File: src/rtl/and_reduce_sched_pkg.sv
// Shared definitions for the AND-reduce scheduler.
//   state_t        : scheduler FSM encoding (IDLE=0, RUN=1, DONE=2)
//   REQ_BR/REQ_ALU : requester IDs (branch zero-detect, ALU flag logic)
//   beat_w()       : counter width needed to index WIDTH/8 slices
package and_reduce_sched_pkg;
  typedef enum logic [1:0] {
    IDLE = 2'd0,
    RUN  = 2'd1,
    DONE = 2'd2
  } state_t;

  localparam logic REQ_BR  = 1'b0;
  localparam logic REQ_ALU = 1'b1;

  function automatic int beat_w(input int beats);
    return (beats > 1) ? $clog2(beats) : 1;
  endfunction
endpackage

File: src/rtl/and_reduce_sched_and8.sv
// 8-input AND reduction: the single shared datapath resource.
//   a : 8-bit slice in
//   y : &a
module and8_gate (
  input  logic [7:0] a,
  output logic       y
);
  assign y = &a;
endmodule

File: src/rtl/and_reduce_sched_arb.sv
// Two-way round-robin arbiter.
//   clk, rst_n : clock, async active-low reset
//   req_valid  : per-requester valid
//   update     : a grant was taken this cycle; remember it
//   grant_vld  : some requester is valid
//   grant      : granted requester (combinational)
// last_grant resets to REQ_ALU so requester 0 wins the first contention.
module rr_arbiter2
  import and_reduce_sched_pkg::*;
(
  input  logic       clk,
  input  logic       rst_n,
  input  logic [1:0] req_valid,
  input  logic       update,
  output logic       grant_vld,
  output logic       grant
);
  logic last_grant;

  assign grant_vld = |req_valid;

  always_comb begin
    grant = REQ_BR;
    case (req_valid)
      2'b01:   grant = REQ_BR;
      2'b10:   grant = REQ_ALU;
      2'b11:   grant = ~last_grant;
      default: grant = REQ_BR;
    endcase
  end

  always_ff @(posedge clk or negedge rst_n) begin
    if (!rst_n)      last_grant <= REQ_ALU;
    else if (update) last_grant <= grant;
  end
endmodule

File: src/rtl/and_reduce_sched.sv
// Shared-resource scheduler for the 8-input AND reduction tree.
//   clk, rst_n       : clock, async active-low reset
//   req_valid/ready  : per-requester handshake (ready only in IDLE, to grantee)
//   reqN_operand     : WIDTH-bit operand, sampled at accept
//   reqN_inv         : 1 = zero-detect (operand inverted first)
//   resp_valid       : one-cycle result pulse (DONE state), no backpressure
//   resp_id          : owner of the result
//   resp_result      : reduction result
//   busy             : RUN or DONE
// One 8-bit slice per cycle goes through and8_gate; a zero slice ends early.
module and_reduce_sched
  import and_reduce_sched_pkg::*;
#(
  parameter int WIDTH = 32
) (
  input  logic             clk,
  input  logic             rst_n,
  input  logic [1:0]       req_valid,
  output logic [1:0]       req_ready,
  input  logic [WIDTH-1:0] req0_operand,
  input  logic [WIDTH-1:0] req1_operand,
  input  logic             req0_inv,
  input  logic             req1_inv,
  output logic             resp_valid,
  output logic             resp_id,
  output logic             resp_result,
  output logic             busy
);
  localparam int BEATS = WIDTH / 8;
  localparam int BW    = beat_w(BEATS);
  localparam logic [BW-1:0] LAST = BW'(BEATS - 1);

  state_t           state, nxt;
  logic [WIDTH-1:0] op_reg, op_sel;
  logic [BW-1:0]    beat;
  logic             id_reg, acc;
  logic             idle, accept, grant, grant_vld, and8_out;
  logic [7:0]       slice;

  assign idle   = (state == IDLE);
  assign accept = idle & grant_vld;

  rr_arbiter2 u_arb (
    .clk       (clk),
    .rst_n     (rst_n),
    .req_valid (req_valid),
    .update    (accept),
    .grant_vld (grant_vld),
    .grant     (grant)
  );

  assign req_ready[0] = accept & (grant == REQ_BR);
  assign req_ready[1] = accept & (grant == REQ_ALU);

  // Inversion is folded in at capture so the run loop is a plain AND-reduce.
  assign op_sel = grant ? (req1_operand ^ {WIDTH{req1_inv}})
                        : (req0_operand ^ {WIDTH{req0_inv}});

  assign slice = op_reg[{beat, 3'b000} +: 8];

  and8_gate u_and8 (
    .a (slice),
    .y (and8_out)
  );

  always_comb begin
    nxt = state;
    case (state)
      IDLE:    if (accept) nxt = RUN;
      RUN:     if (!and8_out || beat == LAST) nxt = DONE;
      DONE:    nxt = IDLE;
      default: nxt = IDLE;
    endcase
  end

  always_ff @(posedge clk or negedge rst_n) begin
    if (!rst_n) begin
      state  <= IDLE;
      op_reg <= '0;
      id_reg <= 1'b0;
      acc    <= 1'b0;
      beat   <= '0;
    end else begin
      state <= nxt;
      if (accept) begin
        op_reg <= op_sel;
        id_reg <= grant;
        acc    <= 1'b1;
        beat   <= '0;
      end else if (state == RUN) begin
        acc  <= acc & and8_out;
        beat <= beat + 1'b1;
      end
    end
  end

  // Outputs decode registered state only, so they are glitch-free.
  assign resp_valid  = (state == DONE);
  assign resp_result = resp_valid & acc;
  assign resp_id     = resp_valid & id_reg;
  assign busy        = ~idle;
endmodule

File: config.mk
export PLATFORM = sky130hd
export DESIGN_NAME = and_reduce_sched
export DESIGN_NICKNAME = d
export VERILOG_FILES = /design/src/rtl/and_reduce_sched_pkg.sv /design/src/rtl/and_reduce_sched_and8.sv /design/src/rtl/and_reduce_sched_arb.sv /design/src/rtl/and_reduce_sched.sv
export SDC_FILE = /design/constraint.sdc
export NUM_CORES = 1
export LEC_CHECK = 0
export ABC_AREA = 1
export ABC_CLOCK_PERIOD_IN_PS = 2300
export CAP_MARGIN = 10
export CELL_PAD_IN_SITES_DETAIL_PLACEMENT = 0
export CELL_PAD_IN_SITES_GLOBAL_PLACEMENT = 1
export CORE_MARGIN = 3
export CORE_UTILIZATION = 35
export CTS_BUF_LIST = sky130_fd_sc_hd__clkbuf_8
export DETAILED_ROUTE_END_ITERATION = 12
export HOLD_SLACK_MARGIN = 0.06
export PLACE_DENSITY_LB_ADDON = 0.05
export SYNTH_ARGS = -nofsm -noshare
export SYNTH_HDL_FRONTEND = slang
export SYNTH_HIERARCHICAL = 1
export SYNTH_SLANG_ARGS = --single-unit
File: constraint.sdc
create_clock -name clk -period 2.3 [get_ports clk]
set_clock_uncertainty 0.1 [all_clocks]
set_input_delay 0.46 -clock clk [delete_from_list [all_inputs] [get_ports clk]]
set_output_delay 0.46 -clock clk [all_outputs]
set_load 0.01 [all_outputs]
==> flow_metrics.py, run 1 <==
metrics = {
    "timing": {
        "tightest_slew_ps": 858,
        "fmax_mhz": 455,
        "slew_headroom_pct": 42.8,
        "finalSetupViolations": 0,
        "finalWorstPathRequiredPeriod_ps": 2200,
        "rsz0062_at_grt": "no",
        "whs_ps": 177,
        "min_period_over_period_pct": 95.6,
        "finalMaxSlewViolations": 0,
        "setup_tns_ps": 0,
        "finalHoldViolations": 0,
    },
    "power_and_ir_drop": {
        "ir_drop_uv": 311,
        "finalPower_w": 0.00353,
        "leakagePower_nw": 2.15,
        "pwr_density_cell_mw_per_mm2": 898,
    },
    "clocking": {
        "ctsHoldBuffers": 0,
        "cts_max_level": 2,
        "post_cts.repair.setup_buffers": 0,
        "cts_buffers": 5,
        "clkTransAtPathRegs_ps": 80,
        "post_cts_resized": 3,
        "cts_tree": "yes",
        "clockBufferDepth": 2,
        "clkSinkCount": 39,
        "clkLatencyLatePin_ps": 280,
        "root_buffer": "clkbuf_8",
    },
    "logic_synthesis": {
        "synth_cell_types": 21,
        "synth_area_leaders": "dfrtp_1, nand2_1, nand3_1, inv_1, buf_6",
        "yosysWarnings": 6,
        "synthCells": 512,
        "syn_avg_cell_area_um2": 5.96,
        "async_flop_share_pct": 100,
        "syn_area_mm2": 0.00305,
        "synthFlopType": "dfrtp_1",
        "synth_edf_count": 0,
        "ys_seq_area_share_pct": 32.0,
        "synth_nets": 583,
        "yosysTopAreaCell": "dfrtp_1",
        "yosys.area.top_type_share_pct": 31.1,
        "ys_ff_latch": 39,
    },
    "floorplanning": {
        "ioPinCount": 76,
        "die_h_um": 99.4,
        "num_rows": 33,
        "die-area_mm2": 0.00988,
        "core-area_mm2": 0.00834,
        "start_util_pct": 36.6,
        "die_w_um": 99.4,
    },
    "placed_design": {
        "dpl-instance-area_mm2": 0.00381,
        "port-buffer-count": 75,
        "place_congestion": 0.778,
        "dpl.hpwl_um": 5840,
    },
    "global_routing": {
        "grt_pass1_wl_um": 14300,
        "grt_use_total_pct": 17.4,
        "grt_util_met2_pct": 29.9,
        "grt_antenna_before_repair": 0,
        "grt.met3_usage_pct": 2.03,
        "busiest_layer": "met2",
        "grt_pass1_vias": 3096,
        "grt-ovfl-total": 0,
        "gr-usage-met1_pct": 23.4,
        "grt_max_degree": 40,
    },
    "critical_path": {
        "startpoint_type": "input pin",
        "cp.required_ps": 1740,
        "cp-end-kind": "output pin",
        "worstSetupPathType": "in -> out",
        "cp.arrival_ps": 1640,
        "critPathMaxFanout": 4,
    },
    "final_layout": {
        "mostFrequentLayoutCells": "nand2_1, nand3_1, inv_1, clkdlybuf4s50_1, dfrtp_1",
        "final_common_cell": "nand2_1",
        "largest_reg_flops": 32,
        "fillers": 897,
        "areaGrowthSynthToFinish_pct": 28.9,
        "antenna_cells": 0,
        "fin_nets": 647,
        "final_util_pct": 47.2,
        "layout-drive-gt1-share_pct": 4.68,
        "fin_area_mm2": 0.00394,
    },
    "route": {
        "routed-via-count": 3195,
        "viasPerCell": 4.68,
        "dr.pass1.iters": 4,
        "wl_per_cell_um": 12.0,
        "drc": 0,
        "wl_um": 8190,
        "ant_nets": 0,
        "drt_iter0_drc": 113,
    },
    "min_path": {
        "min_path_type": "in -> async",
    },
    "job": {
        "cap_violations": 0,
    },
    "run_status": {
        "status": "finished, final reports clean",
    },
}
-- where the power goes --
part / internal, W / switching (W) / leakage (nW)
Clock: 0.000351 / 0.000229 / 0.0612
Combinational: 0.000708 / 0.000986 / 1.62
Sequential: 0.00103 / 0.000224 / 0.475
Total: 0.00209 / 0.00144 / 2.15
-- final timing paths --
kind | end | cells past startpoint | start | slack [ps]
max in group asynchronous | op_reg[15]$_DFFE_PN0P_ | 1 | rst_n | 1370
min in group clk | op_reg[19]$_DFFE_PN0P_ | 2 | op_reg[19]$_DFFE_PN0P_ | 380
min reg2reg | op_reg[19]$_DFFE_PN0P_ | 2 | op_reg[19]$_DFFE_PN0P_ | 380
min | id_reg$_DFFE_PN0P_ | 1 | rst_n | 180
max | req_ready[0] | 5 | req_valid[0] | 100
max reg2reg | state[0]$_DFFE_PN0P_ | 11 | beat[0]$_DFFE_PN0P_ | 440
-- stage by stage --
| step | instances | setup WS (ps) |
|---|---|---|
| global placement | 674 | -128 |
| detailed placement | 674 | -142 |
| floorplan | 512 | 601 |
| finish | 682 | 101 |
| global route | 682 | 44.8 |
| CTS | 682 | 86.7 |
-- final cells by class --
type                            count  area (um2)  area share [%]
Clock inverter                      2        35.0           0.890
Multi-Input combinational cell    362        1560            39.6
Tap cell                          105         131            3.34
Timing Repair Buffer               87         846            21.5
Sequential cell                    39         977            24.8
Inverter                           81         304            7.72
Clock buffer                        6        82.6            2.10
-- routing by layer --
| metal | up-vias | wire length, um |
|---|---|---|
| met5 | - | 0 |
| met4 | 0 | 87 |
| met3 | 4 | 333 |
| met2 | 66 | 3890 |
| met1 | 1431 | 3880 |
| li1 | 1694 | - |
-- cell usage after synthesis, types with 2 or more instances --
| master | n |
|---|---|
| inv_2 | 2 |
| dfrtp_1 | 38 |
| nand3_1 | 97 |
| buf_4 | 4 |
| o22ai_1 | 8 |
| o21ai_0 | 19 |
| buf_2 | 15 |
| inv_1 | 79 |
| nor2_1 | 23 |
| buf_6 | 10 |
| nand2_1 | 207 |
-- cells by family after synthesis --
group                    count (synthesis)  synth area share, %
flip-flops                              39                 32.0
adder cells (fa/ha/maj)                  1                0.410
buffers and inverters                  111                 17.3
AO/OA/AOI/OAI                           29                 5.16
AND/OR/NAND/NOR                        332                 45.2
-- worst max-delay path, cell delays in order --
cell and delay [ps]:
clkdlybuf4s50_1 540, or2_1 140, nand2_2 80, nor2_1 130, dlygate4sd2_1 290
No activity file was read; power rests on OpenSTA's default activity.
==> run 2: changes to the inputs <==
Settings changed: ABC_CLOCK_PERIOD_IN_PS 2300 to 2600, CORE_UTILIZATION 35 to 37.
Clock period 2.3 ns to 2.6 ns, I/O delays scaled along.
==> run 2 against run 1 <==
Combinational power shrank 15%. Sequential cell count unchanged. Cell count is 1.6% lower. Clock power down 38%. Register-to-register slack better by 290 ps. Worst hold slack better by 60 ps. Design area fell by 2.4%. Count of clock-buffer cells in the layout down 1. Sequential share of layout area grew 0.62 points. Global-route usage hardly changed. Die area shrank 5.1%. Via count is 2.1% lower. Largest cell class unchanged. Highest routed layer unchanged.
==> flow_metrics.py, run 2 (same netlist as run 1, synthesis figures left out) <==
metrics = {
    "route": {
        "ant_nets": 0,
        "wl_um": 7990,
        "routed-via-count": 3129,
        "drt_iter0_drc": 128,
        "dr.pass1.iters": 4,
        "viasPerCell": 4.66,
        "drc": 0,
        "wl_per_cell_um": 11.9,
    },
    "placed_design": {
        "place_ws_ps": 31.9,
        "port-buffer-count": 75,
        "dpl-instance-area_mm2": 0.00375,
        "place_inst": 665,
        "place_congestion": 0.825,
        "dpl.hpwl_um": 5450,
    },
    "timing": {
        "finalHoldViolations": 0,
        "setup_tns_ps": 0,
        "finalWorstPathRequiredPeriod_ps": 2210,
        "fmax_mhz": 453,
        "finalMaxSlewViolations": 0,
        "min_period_over_period_pct": 84.9,
        "slew_headroom_pct": 32.1,
        "tightest_slew_ps": 1020,
        "rsz0062_at_grt": "no",
        "setup_slack_ps": 393,
        "finalSetupViolations": 0,
    },
    "min_path": {
        "min_path_type": "in -> async",
    },
    "clocking": {
        "cts_tree": "yes",
        "clkSinkCount": 39,
        "root_buffer": "clkbuf_8",
        "cts_max_level": 2,
        "clkLatencyLatePin_ps": 280,
        "clkTransAtPathRegs_ps": 70,
        "cts_buffers": 5,
        "clockBufferDepth": 2,
    },
    "critical_path": {
        "cp-end-kind": "flip-flop",
        "cp_slowest_cell": "clkdlybuf4s50_1",
        "reg2regPathDepth": 6,
        "rr_startpoint": "state[1]$_DFFE_PN0P_",
        "crit_buf_inv": 3,
        "critPathMaxFanout": 36,
        "cp_top_family": "buffers and inverters",
        "cp.arrival_ps": 2280,
        "worstSetupPathType": "in -> reg",
        "slowest_delay_ps": 440,
        "worstReg2RegEnd": "op_reg[22]$_DFFE_PN0P_",
        "cp.required_ps": 2670,
        "startpoint_type": "input pin",
        "worstPathCellList": "clkdlybuf4s50_1 > or2_1 > nand2_2 > buf_4 > inv_2 > nand3_1 > nand2_1",
        "ff2ff_setup_slack_ps": 730,
    },
    "final_layout": {
        "largest_reg_flops": 32,
        "final_util_pct": 48.9,
        "antenna_cells": 0,
        "fin_area_mm2": 0.00384,
        "mostFrequentLayoutCells": "nand2_1, nand3_1, inv_1, clkdlybuf4s50_1, dfrtp_1",
        "fin_nets": 641,
        "finalNonFillerCells": 671,
        "final_common_cell": "nand2_1",
        "areaGrowthSynthToFinish_pct": 25.8,
        "layout-drive-gt1-share_pct": 3.16,
    },
    "floorplanning": {
        "die-area_mm2": 0.00938,
        "num_rows": 32,
        "die_w_um": 96.8,
        "ioPinCount": 76,
        "core-area_mm2": 0.00785,
        "die_h_um": 96.8,
        "start_util_pct": 38.9,
    },
    "global_routing": {
        "grt_antenna_before_repair": 0,
        "grt_pass1_wl_um": 13900,
        "grt_max_degree": 40,
        "grt_pass1_vias": 3000,
        "grt-ovfl-total": 0,
        "grt_use_total_pct": 17.4,
    },
    "power_and_ir_drop": {
        "leakagePower_nw": 2.13,
        "ir_drop_uv": 275,
        "pwr_density_cell_mw_per_mm2": 758,
    },
    "job": {
        "cap_violations": 0,
    },
    "run_status": {
        "status": "finished, final reports clean",
    },
}
run 2: area by class of cell:
cell class,count,area [um2]
Fill cell,868,4010
Multi-Input combinational cell,362,1560
Sequential cell,39,977
Inverter,81,304
Clock buffer,5,68.8
Timing Repair Buffer,81,798
Clock inverter,1,3.75
Tap cell,102,128
run 2: worst max path at each step:
stage	start	end	slack, ps	cells past startpoint
floorplan	req_valid[1]	req_ready[1]	780	5
global placement	req_valid[0]	req_ready[0]	50	5
detailed placement	req_valid[1]	req_ready[1]	30	5
CTS	req_valid[1]	req_ready[1]	20	5
global route	req_valid[1]	op_reg[5]$_DFFE_PN0P_	220	7
finish	req_valid[1]	op_reg[22]$_DFFE_PN0P_	390	7
run 2: worst reg2reg max path, cell delays in order (launching register included):
cell and delay, ps:
dfrtp_1 410, nor2_2 160, nand2_2 90, buf_4 250, inv_2 520, nand3_1 190, nand2_1 90
run 2: per-layer routing:
metal	GRT usage (%)	part of all wire, %	vias up	wire length, um
met5	0	0	-	0
met4	4.54	0.66	0	53
met3	2.96	3.7	6	297
met2	29.4	47	52	3770
met1	23.1	48	1383	3870
li1	-	-	1688	-
run 2: stage by stage:
stage | power (W) | hold slack [ps]
after detailed placement | 0.00257 | 369
after global placement | 0.00256 | 367
after CTS | 0.00295 | 265
after floorplan | 0.00216 | 124
after global routing | 0.00323 | 309
final | 0.00291 | 237
run 2: repair_timing:
action                     CTS  global route
hold buffers                 0             0
gates resized for setup      0             4
setup endpoints to repair    0             2
buffers inserted             0             0
run 2: report_power, final:
part | total, W | internal, W | leakage (nW) | switching (W)
registers | 0.00111 | 0.000916 | 0.475 | 0.000198
clock network | 0.000362 | 0.000175 | 0.0413 | 0.000188
logic | 0.00143 | 0.000584 | 1.62 | 0.000850
total | 0.00291 | 0.00167 | 2.13 | 0.00124
==> run 3: changes to the inputs <==
Settings changed: ABC_CLOCK_PERIOD_IN_PS 2600 to 1850, CORE_UTILIZATION 37 to 31.
Clock period 2.6 ns to 1.85 ns, I/O delays scaled along.
==> run 3 against run 2 <==
Clock power up 72%. Largest power group unchanged. Sequential power up 41%. Critical endpoint is now req_ready[0]. Die area up 18%.
==> flow_metrics.py, run 3 (same netlist as run 1, synthesis figures left out) <==
metrics = {
    "run_status": {
        "status": "finished, final reports clean",
    },
    "floorplanning": {
        "start_util_pct": 32.4,
        "die_w_um": 105,
        "die_h_um": 105,
        "num_rows": 35,
        "core-area_mm2": 0.00942,
        "die-area_mm2": 0.0111,
        "ioPinCount": 76,
    },
    "critical_path": {
        "cp_top_family": "flip-flops",
        "cp-end-kind": "output pin",
        "critPathMaxFanout": 4,
        "slowest_delay_ps": 570,
        "worstPathCellList": "a21boi_4 > nor2_2 > clkdlybuf4s15_2",
        "cp_slowest_cell": "dfstp_2",
        "cp.required_ps": 1380,
        "worstSetupPathType": "reg -> out",
        "cp.arrival_ps": 1300,
        "startpoint_type": "flip-flop",
        "crit_buf_inv": 1,
    },
    "placed_design": {
        "dpl.hpwl_um": 6400,
        "place_congestion": 0.851,
        "port-buffer-count": 75,
    },
    "timing": {
        "min_period_over_period_pct": 95.6,
        "slew_headroom_pct": 64.1,
        "finalMaxSlewViolations": 0,
        "tightest_slew_ps": 538,
        "fmax_mhz": 565,
        "finalWorstPathRequiredPeriod_ps": 1770,
        "setup_tns_ps": 0,
        "finalHoldViolations": 0,
        "rsz0062_at_grt": "no",
        "finalSetupViolations": 0,
        "whs_ps": 365,
    },
    "final_layout": {
        "fin_nets": 657,
        "fillers": 1024,
        "largest_reg_flops": 32,
        "final_common_cell": "nand2_1",
        "areaGrowthSynthToFinish_pct": 33.8,
        "antenna_cells": 0,
        "seq_area_um2": 977,
        "layout-drive-gt1-share_pct": 6.81,
        "multi_input_area_mm2": 0.00157,
        "mostFrequentLayoutCells": "nand2_1, nand3_1, inv_1, clkdlybuf4s50_1, dfrtp_1",
    },
    "route": {
        "ant_nets": 0,
        "wl_per_cell_um": 12.2,
        "drc": 0,
        "wl_um": 8710,
        "dr.pass1.iters": 4,
        "viasPerCell": 4.48,
        "routed-via-count": 3205,
        "drt_iter0_drc": 127,
    },
    "global_routing": {
        "grt_use_total_pct": 15.8,
        "grt_pass1_wl_um": 14600,
        "grt_antenna_before_repair": 0,
        "grt_max_degree": 37,
        "grt_pass1_vias": 3031,
        "grt-ovfl-total": 0,
    },
    "clocking": {
        "cts_max_level": 2,
        "cts_tree": "yes",
        "clkSinkCount": 39,
        "clkLatencyLatePin_ps": 280,
        "clkTransAtPathRegs_ps": 70,
        "cts_buffers": 5,
        "root_buffer": "clkbuf_8",
        "clockBufferDepth": 2,
    },
    "power_and_ir_drop": {
        "leakagePower_nw": 2.23,
        "pwr_density_cell_mw_per_mm2": 1080,
        "ir_drop_uv": 499,
    },
    "job": {
        "cap_violations": 0,
    },
    "min_path": {
        "min_path_type": "in -> reg",
    },
}
-- run 3: cell count changes in the layout (fill, tap and decap cells not counted), sizes merged --
cell,change
clkbuf,+2
clkdlybuf4s15,+2
dlymetal6s2s,-2
buf,+15
dlygate4sd3,+1
clkdlybuf4s50,-5
dlygate4sd2,+5
-- run 3: power by group --
group	switching [W]	total [W]	internal [W]
combinational	0.00126	0.00223	0.000974
sequential	0.000279	0.00157	0.00129
clock	0.000287	0.000622	0.000335
total	0.00182	0.00442	0.00260
-- run 3: worst paths after layout --
kind / from / to / slack, ps / depth (start not counted)
min: req_valid[1] / u_arb/last_grant$_DFFE_PN1P_ / 370 / 3
max reg2reg: beat[0]$_DFFE_PN0P_ / state[0]$_DFFE_PN0P_ / 210 / 12
min in group asynchronous: rst_n / id_reg$_DFFE_PN0P_ / 500 / 2
min reg2reg: op_reg[19]$_DFFE_PN0P_ / op_reg[19]$_DFFE_PN0P_ / 390 / 2
max: u_arb/last_grant$_DFFE_PN1P_ / req_ready[0] / 80 / 3
max in group asynchronous: rst_n / op_reg[8]$_DFFE_PN0P_ / 660 / 3
-- run 3: final cells by class --
cell class / count / area share (%)
sequential: 39 / 23.9
inverter: 81 / 7.44
multi-input combinational: 362 / 38.4
clock inverter: 1 / 0.0919
timing repair buffer: 97 / 23.8
tap: 129 / 3.95
clock buffer: 7 / 2.36
-- run 3: stage by stage --
step	total power (W)	std cells	util, %	setup slack (ps)	instance area (um2)
4_1_cts	0.00447	715	43.2	14.3	4070
3_3_place_gp	0.00379	704	41.8	-416	3940
6_report	0.00442	716	43.4	81.6	4080
3_5_place_dp	0.00382	704	41.8	-438	3940
2_1_floorplan	0.00303	512	-	254	3050
5_1_grt	0.00486	716	43.4	11.0	4080
-- run 3: worst register-to-register path: stages (launching register included) --
cell	delay, ps
dfrtp_1	420
inv_1	90
buf_4	150
nor2_1	60
o22ai_1	160
nand2_1	70
inv_1	50
nand2_1	60
nor2_2	140
inv_1	60
nor2_2	100
nand2_1	60
nand2_1	70
-- run 3: what timing repair did --
action	in CTS	in global routing
resized for setup	11	5
hold buffers	1	0
endpoints found under the hold margin	19	0
pin swaps	2	3
setup endpoints to repair	33	4
setup buffers	2	1
-- run 3: routing by layer --
| layer | GRT usage, % | up-vias | wire length (um) |
|---|---|---|---|
| met3 | 2.51 | 4 | 356 |
| met1 | 21.4 | 1405 | 4240 |
| met5 | 0 | - | 0 |
| met4 | 2.81 | 0 | 51 |
| li1 | - | 1725 | - |
| met2 | 26.7 | 71 | 4060 |
